[src/rtl/prio_enc_rr_pkg.sv]
// Shared constants and helpers for the priority encoder / round-robin picker.
package prio_enc_pkg;

  localparam logic MODE_FIXED = 1'b0;
  localparam logic MODE_RR    = 1'b1;

  function automatic int pe_width(input int n);
    return (n <= 2) ? 1 : $clog2(n);
  endfunction

endpackage

[src/rtl/prio_enc_rr_if.sv]
// Request/selection bundle between requesters and the picker.
interface prio_enc_rr_if
  import prio_enc_pkg::*;
#(
  parameter int N = 8
);

  localparam int W = pe_width(N);

  logic [N-1:0] req;
  logic         mode;
  logic [W-1:0] out_idx;
  logic [N-1:0] out_onehot;
  logic         out_valid;
  logic         out_ready;

  modport master (
    output req, mode, out_ready,
    input  out_idx, out_onehot, out_valid
  );

  modport slave (
    input  req, mode, out_ready,
    output out_idx, out_onehot, out_valid
  );

endinterface

[src/rtl/prio_enc_rr_find.sv]
// Highest set bit strictly below ptr, wrapping to N-1 down to ptr.
module prio_find
  import prio_enc_pkg::*;
#(
  parameter int N = 8,
  localparam int W = pe_width(N)
) (
  input  logic [N-1:0] req,
  input  logic [W-1:0] ptr,
  output logic         found,
  output logic [W-1:0] idx
);

  // Upper segment first; any hit below ptr then overrides it.
  always_comb begin
    found = |req;
    idx   = '0;
    for (int i = 0; i < N; i++) begin
      if (req[i] && i >= int'(ptr)) idx = W'(i);
    end
    for (int i = 0; i < N; i++) begin
      if (req[i] && i < int'(ptr)) idx = W'(i);
    end
  end

endmodule

[src/rtl/prio_enc_rr.sv]
// Registered fixed-priority / round-robin request picker with valid/ready.
module prio_enc_rr
  import prio_enc_pkg::*;
#(
  parameter int N = 8
) (
  input logic      clk,
  input logic      rst,
  prio_enc_rr_if.slave bus
);

  localparam int W = pe_width(N);

  logic [W-1:0] ptr;
  logic [W-1:0] p_eff;
  logic [W-1:0] p_srch;
  logic         acc;
  logic         load;
  logic         found;
  logic [W-1:0] idx;

  assign acc    = bus.out_valid && bus.out_ready;
  assign load   = !bus.out_valid || bus.out_ready;
  assign p_eff  = acc ? bus.out_idx : ptr;
  // Fixed priority is the wrap search starting from 0.
  assign p_srch = (bus.mode == MODE_RR) ? p_eff : '0;

  prio_find #(.N(N)) u_find (
    .req   (bus.req),
    .ptr   (p_srch),
    .found (found),
    .idx   (idx)
  );

  always_ff @(posedge clk) begin
    if (rst) begin
      bus.out_valid  <= 1'b0;
      bus.out_idx    <= '0;
      bus.out_onehot <= '0;
      ptr            <= '0;
    end else begin
      if (acc) ptr <= bus.out_idx;
      if (load) begin
        bus.out_valid  <= found;
        bus.out_idx    <= found ? idx : '0;
        bus.out_onehot <= found ? (N'(1) << idx) : '0;
      end
    end
  end

endmodule

[src/flat_wrapper.sv]
// flat-port wrapper written by rule: the top's interface ports become plain ports
module prio_enc_rr_flat import prio_enc_pkg::*;
#(
  parameter int N = 8
)
  (clk, rst, bus_req, bus_mode, bus_out_ready, bus_out_idx, bus_out_onehot, bus_out_valid);
  prio_enc_rr_if #(.N(N)) bus_i ();
  input logic clk;
  input logic rst;
  input wire logic [$bits(bus_i.req)-1:0] bus_req;
  input wire logic [$bits(bus_i.mode)-1:0] bus_mode;
  input wire logic [$bits(bus_i.out_ready)-1:0] bus_out_ready;
  output wire logic [$bits(bus_i.out_idx)-1:0] bus_out_idx;
  output wire logic [$bits(bus_i.out_onehot)-1:0] bus_out_onehot;
  output wire logic [$bits(bus_i.out_valid)-1:0] bus_out_valid;
  assign bus_i.req = bus_req;
  assign bus_i.mode = bus_mode;
  assign bus_i.out_ready = bus_out_ready;
  assign bus_out_idx = bus_i.out_idx;
  assign bus_out_onehot = bus_i.out_onehot;
  assign bus_out_valid = bus_i.out_valid;
  prio_enc_rr #(.N(N)) u_core (.clk(clk), .rst(rst), .bus(bus_i));
endmodule
[config.mk]
export PLATFORM = sky130hd
export DESIGN_NAME = prio_enc_rr_flat
export DESIGN_NICKNAME = d
export VERILOG_FILES = /design/src/rtl/prio_enc_rr_pkg.sv /design/src/rtl/prio_enc_rr_if.sv /design/src/rtl/prio_enc_rr_find.sv /design/src/rtl/prio_enc_rr.sv /design/src/flat_wrapper.sv
export SDC_FILE = /design/constraint.sdc
export NUM_CORES = 1
export LEC_CHECK = 0
export ABC_AREA = 1
export CAP_MARGIN = 20
export CORE_AREA = 4 4 49 51
export CTS_CLUSTER_DIAMETER = 60
export DETAILED_ROUTE_END_ITERATION = 10
export DIE_AREA = 0 0 53 55
export GPL_TIMING_DRIVEN = 0
export PLACE_DENSITY = 0.82
export SLEW_MARGIN = 20
export SYNTH_ARGS = -nofsm -noshare
export SYNTH_HDL_FRONTEND = slang
export SYNTH_HIERARCHICAL = 1
export SYNTH_SLANG_ARGS = --single-unit
[constraint.sdc]
create_clock -name clk -period 2.6 [get_ports clk]
set_clock_uncertainty 0.15 [all_clocks]
set_input_delay 0.52 -clock clk [delete_from_list [all_inputs] [get_ports clk]]
set_output_delay 0.52 -clock clk [all_outputs]
set_load 0.05 [all_outputs]
==> impl_metrics.csv <==
group,metric,value,unit
synthesis,synth_xor_area_frac,0,
power,p_leak,0.596,nW
clock_tree,clk_latency,0.28,ns
sta,fin_crit_sh,0.937,
global_routing,grt_usage,0.187,
route,drt-total-wl,2.42,mm
floorplanning,die_area,2920,um^2
floorplanning,ios,24,
clock_tree,clk_path_buf_depth,2,
synthesis,synth_top_family_by_area,"simple AND/OR/NAND/NOR gates",
critical_path,rr_worst_depth,13,
synthesis,syn_inst,147,
synthesis,synth_compound_area_frac,0.138,
route,vias_per_cell,4.90,
final_layout,drive_gt1_frac,0.192,
power,power.total,0.000656,W
sta,relSlewSlack,0.657,
synthesis,netlist_area,886,um^2
global_routing,gr-usage-met1,0.216,
min_path,whs_endpoint,"u_core/bus.out_onehot[6]$_SDFFE_PP0P_",
clock_tree,htreeDepth,1,
power,p_per_area,507,nW/um^2
global_routing,antenna_found_initial,0,
global_routing,gr-usage-met2,0.339,
synthesis,synth-seq-cells,15,
route,first_iter_violations,27,
critical_path,critPathArrivalTime,2.50,ns
route,wl_per_cell,11.9,um
critical_path,crit_type,"in2reg",
floorplanning,core,1940,um^2
clock_tree,cts_root_buf,"clkbuf_4",
floorplanning,start_util,0.456,
clock_tree,clock-sinks,15,
synthesis,synth_fa_ha_area_frac,0,
final_layout,multi_input_area,576,um^2
route,vias,999,
sta,max_freq,410,MHz
synthesis,synth.avg_cell_area,6.03,um^2
final_layout,fillers,182,
final_layout,diodes,0,
global_routing,busiest_layer,"met2",
min_path,min_path_type,"reg2reg",
critical_path,cp_common_cell,"nand3_1",
critical_path,startpoint_type,"input port",
job,maxCapViolCount,0,
placement,dp_cells,197,
synthesis,synthMuxAreaShare,0,
route,final_antenna_net_count,0,
global_routing,grt_pass1_vias,961,
placement,io_buffer_count,23,
global_routing,grt_pass1_wl,4.01,mm
critical_path,crit_chain,"clkdlybuf4s50_1 > inv_2 > nor2_4 > buf_4 > o31ai_2 > o21ai_1 > clkinv_1 > nand3_1 > nand3_1 > nand2_1 > inv_1 > nand3_1 > a21oi_1",
clock_tree,cts_tree,"built",
placement,dp_hpwl,1.80,mm
sta,setup_ws,0.163,ns
placement,gp_congestion,0.897,
critical_path,critPathMaxStageDelay,0.41,ns
final_layout,final_nets,190,
floorplanning,die-height,55,um
clock_tree,cts_buffers,3,
sta,period_minus_slack,2.44,ns
route,dr.pass1.iters,4,
final_layout,syn_to_final_growth,46.0,%
final_layout,fin_cells,204,
outcome,status,"finished clean",
critical_path,r2r_end,"u_core/bus.out_onehot[4]$_SDFFE_PP0P_",
critical_path,cp_data_required_time,2.67,ns
global_routing,overflow,0,
critical_path,ff2ff_setup_slack,0.21,ns
placement,place_ws,-0.535,ns
critical_path,reg2reg_from,"u_core/bus.out_valid$_SDFFE_PP0P_",
critical_path,cp-end-kind,"flop",
clock_tree,clk_pin_slew,0.09,ns
sta,setup_viol_count_final,0,
final_layout,seqCellArea,302,um^2
sta,fin_hold_ws,0.323,ns
global_routing,grt_max_degree,11,
route,drc,0,
power,ir_drop,396,uV
min_path,min_from,"u_core/bus.out_onehot[6]$_SDFFE_PP0P_",
floorplanning,die_w,53,um
global_routing,grt_use_met3,0.0536,
min_path,hold_depth,2,
critical_path,cpLargestDelayFamily,"buffers and inverters",
synthesis,synth.distinct_cells,21,
sta,drv_slew,0,
floorplanning,row_count,16,
synthesis,synthSimpleGateAreaFrac,0.405,
synthesis,syn_nets,159,
critical_path,cp_num_buf_inv,5,
synthesis,yosysSeqAreaShare,0.339,
sta,tightest_slew,0.513,ns
sta,hold_viol,0,
synthesis,ys_warn_count,6,
critical_path,cp_slowest_cell,"clkdlybuf4s50_1",
critical_path,path_max_fanout,6,
==> worst max path at each step <==
stage | start | endpoint | depth (start not counted)
detailed placement | bus_out_ready | u_core/bus.out_onehot[1]$_SDFFE_PP0P_ | 19
global placement | bus_out_ready | u_core/bus.out_onehot[1]$_SDFFE_PP0P_ | 19
floorplan | u_core/bus.out_valid$_SDFFE_PP0P_ | u_core/bus.out_onehot[0]$_SDFFE_PP0P_ | 19
CTS | bus_mode | u_core/bus.out_onehot[1]$_SDFFE_PP0P_ | 17
finish | bus_mode | u_core/bus.out_onehot[4]$_SDFFE_PP0P_ | 13
global route | bus_mode | u_core/bus.out_onehot[0]$_SDFFE_PP0P_ | 17
==> synthesized netlist by cell type <==
master | instances | area (um^2)
nand2_1 | 44 | 165
nand4_1 | 1 | 6.26
a21oi_1 | 11 | 55.1
nor4_1 | 1 | 6.26
nor2_1 | 21 | 78.8
nand2_2 | 2 | 12.5
o21ai_0 | 3 | 15.0
inv_1 | 22 | 82.6
clkinv_1 | 1 | 3.75
buf_2 | 1 | 5.00
o31ai_1 | 1 | 7.51
a21oi_2 | 2 | 17.5
nand3b_1 | 1 | 7.51
o21ai_1 | 4 | 20.0
inv_6 | 1 | 8.76
inv_2 | 1 | 3.75
o21a_1 | 1 | 7.51
nor3_1 | 1 | 5.00
nand2_4 | 2 | 22.5
nand3_1 | 11 | 55.1
dfxtp_1 | 15 | 300
==> timing repair <==
item                       in CTS  in global routing
buffers inserted                2                  1
gates resized for setup        22                  6
pin swaps                       5                  3
setup endpoints to repair      10                  7
hold buffers                    0                  0
==> layer usage <==
| metal | vias to the layer above | share of wire | routed length [um] |
|---|---|---|---|
| li1 | 519 | - | - |
| met1 | 448 | 0.42 | 1010 |
| met2 | 27 | 0.53 | 1280 |
| met3 | 5 | 0.042 | 102 |
| met4 | 0 | 0.012 | 29 |
| met5 | - | 0 | 0 |
==> worst reg2reg max path: cells and delay by family (launching register included) <==
| family | cells | cell delay (ns) |
|---|---|---|
| compound gates | 4 | 0.80 |
| simple gates | 6 | 0.60 |
| buf+inv | 3 | 0.35 |
| flops | 1 | 0.42 |
==> cell usage in the layout, fill, tap and decap left out, drive strengths merged <==
| master | Yosys | layout |
|---|---|---|
| nand2 | 48 | 48 |
| inv | 24 | 24 |
| clkdlybuf4s50 | 0 | 22 |
| nor2 | 21 | 21 |
| dfxtp | 15 | 15 |
| a21oi | 13 | 13 |
| nand3 | 11 | 11 |
| o21ai | 7 | 7 |
| clkbuf | 0 | 4 |
| buf | 1 | 4 |
| clkdlybuf4s15 | 0 | 1 |
| nand3b | 1 | 1 |
| o31ai | 1 | 1 |
| clkinv | 1 | 1 |
| nand4 | 1 | 1 |
| o21a | 1 | 1 |
| nor4 | 1 | 1 |
| nor3 | 1 | 1 |
==> logic make-up after synthesis <==
| family | after synthesis |
|---|---|
| compound gates | 22 |
| buf+inv | 26 |
| flops | 15 |
| simple gates | 84 |
==> report_power, final <==
group / internal [W] / leakage [nW] / switching (W)
Sequential: 0.000248 / 0.123 / 0.0000131
Clock: 0.0000597 / 0.0150 / 0.0000748
Combinational: 0.0000944 / 0.458 / 0.000166
==> metrics by stage <==
step,util,TNS (ns),instance area [um^2]
6_report,0.666,0,1290
5_1_grt,0.666,-0.00206,1290
3_3_place_gp,0.593,-4.22,1150
3_5_place_dp,0.593,-4.96,1150
4_1_cts,0.656,0,1270
2_1_floorplan,-,0,887
==> cell type report <==
cell class | count | area share
clock buffers | 4 | 0.0203
multi-input cells | 106 | 0.445
well taps | 27 | 0.0261
repair buffers | 26 | 0.195
flip-flops and latches | 15 | 0.233
inverters | 25 | 0.0764
plain buffers | 1 | 0.00387
==> flip-flops by register name, summed over array words and instances, names as in the netlist <==
signal / flops
u_core/bus.out_onehot: 8
u_core/bus.out_idx: 3
u_core/ptr: 3
u_core/bus.out_valid: 1
Note: power is estimated with default switching activity, not from simulation.
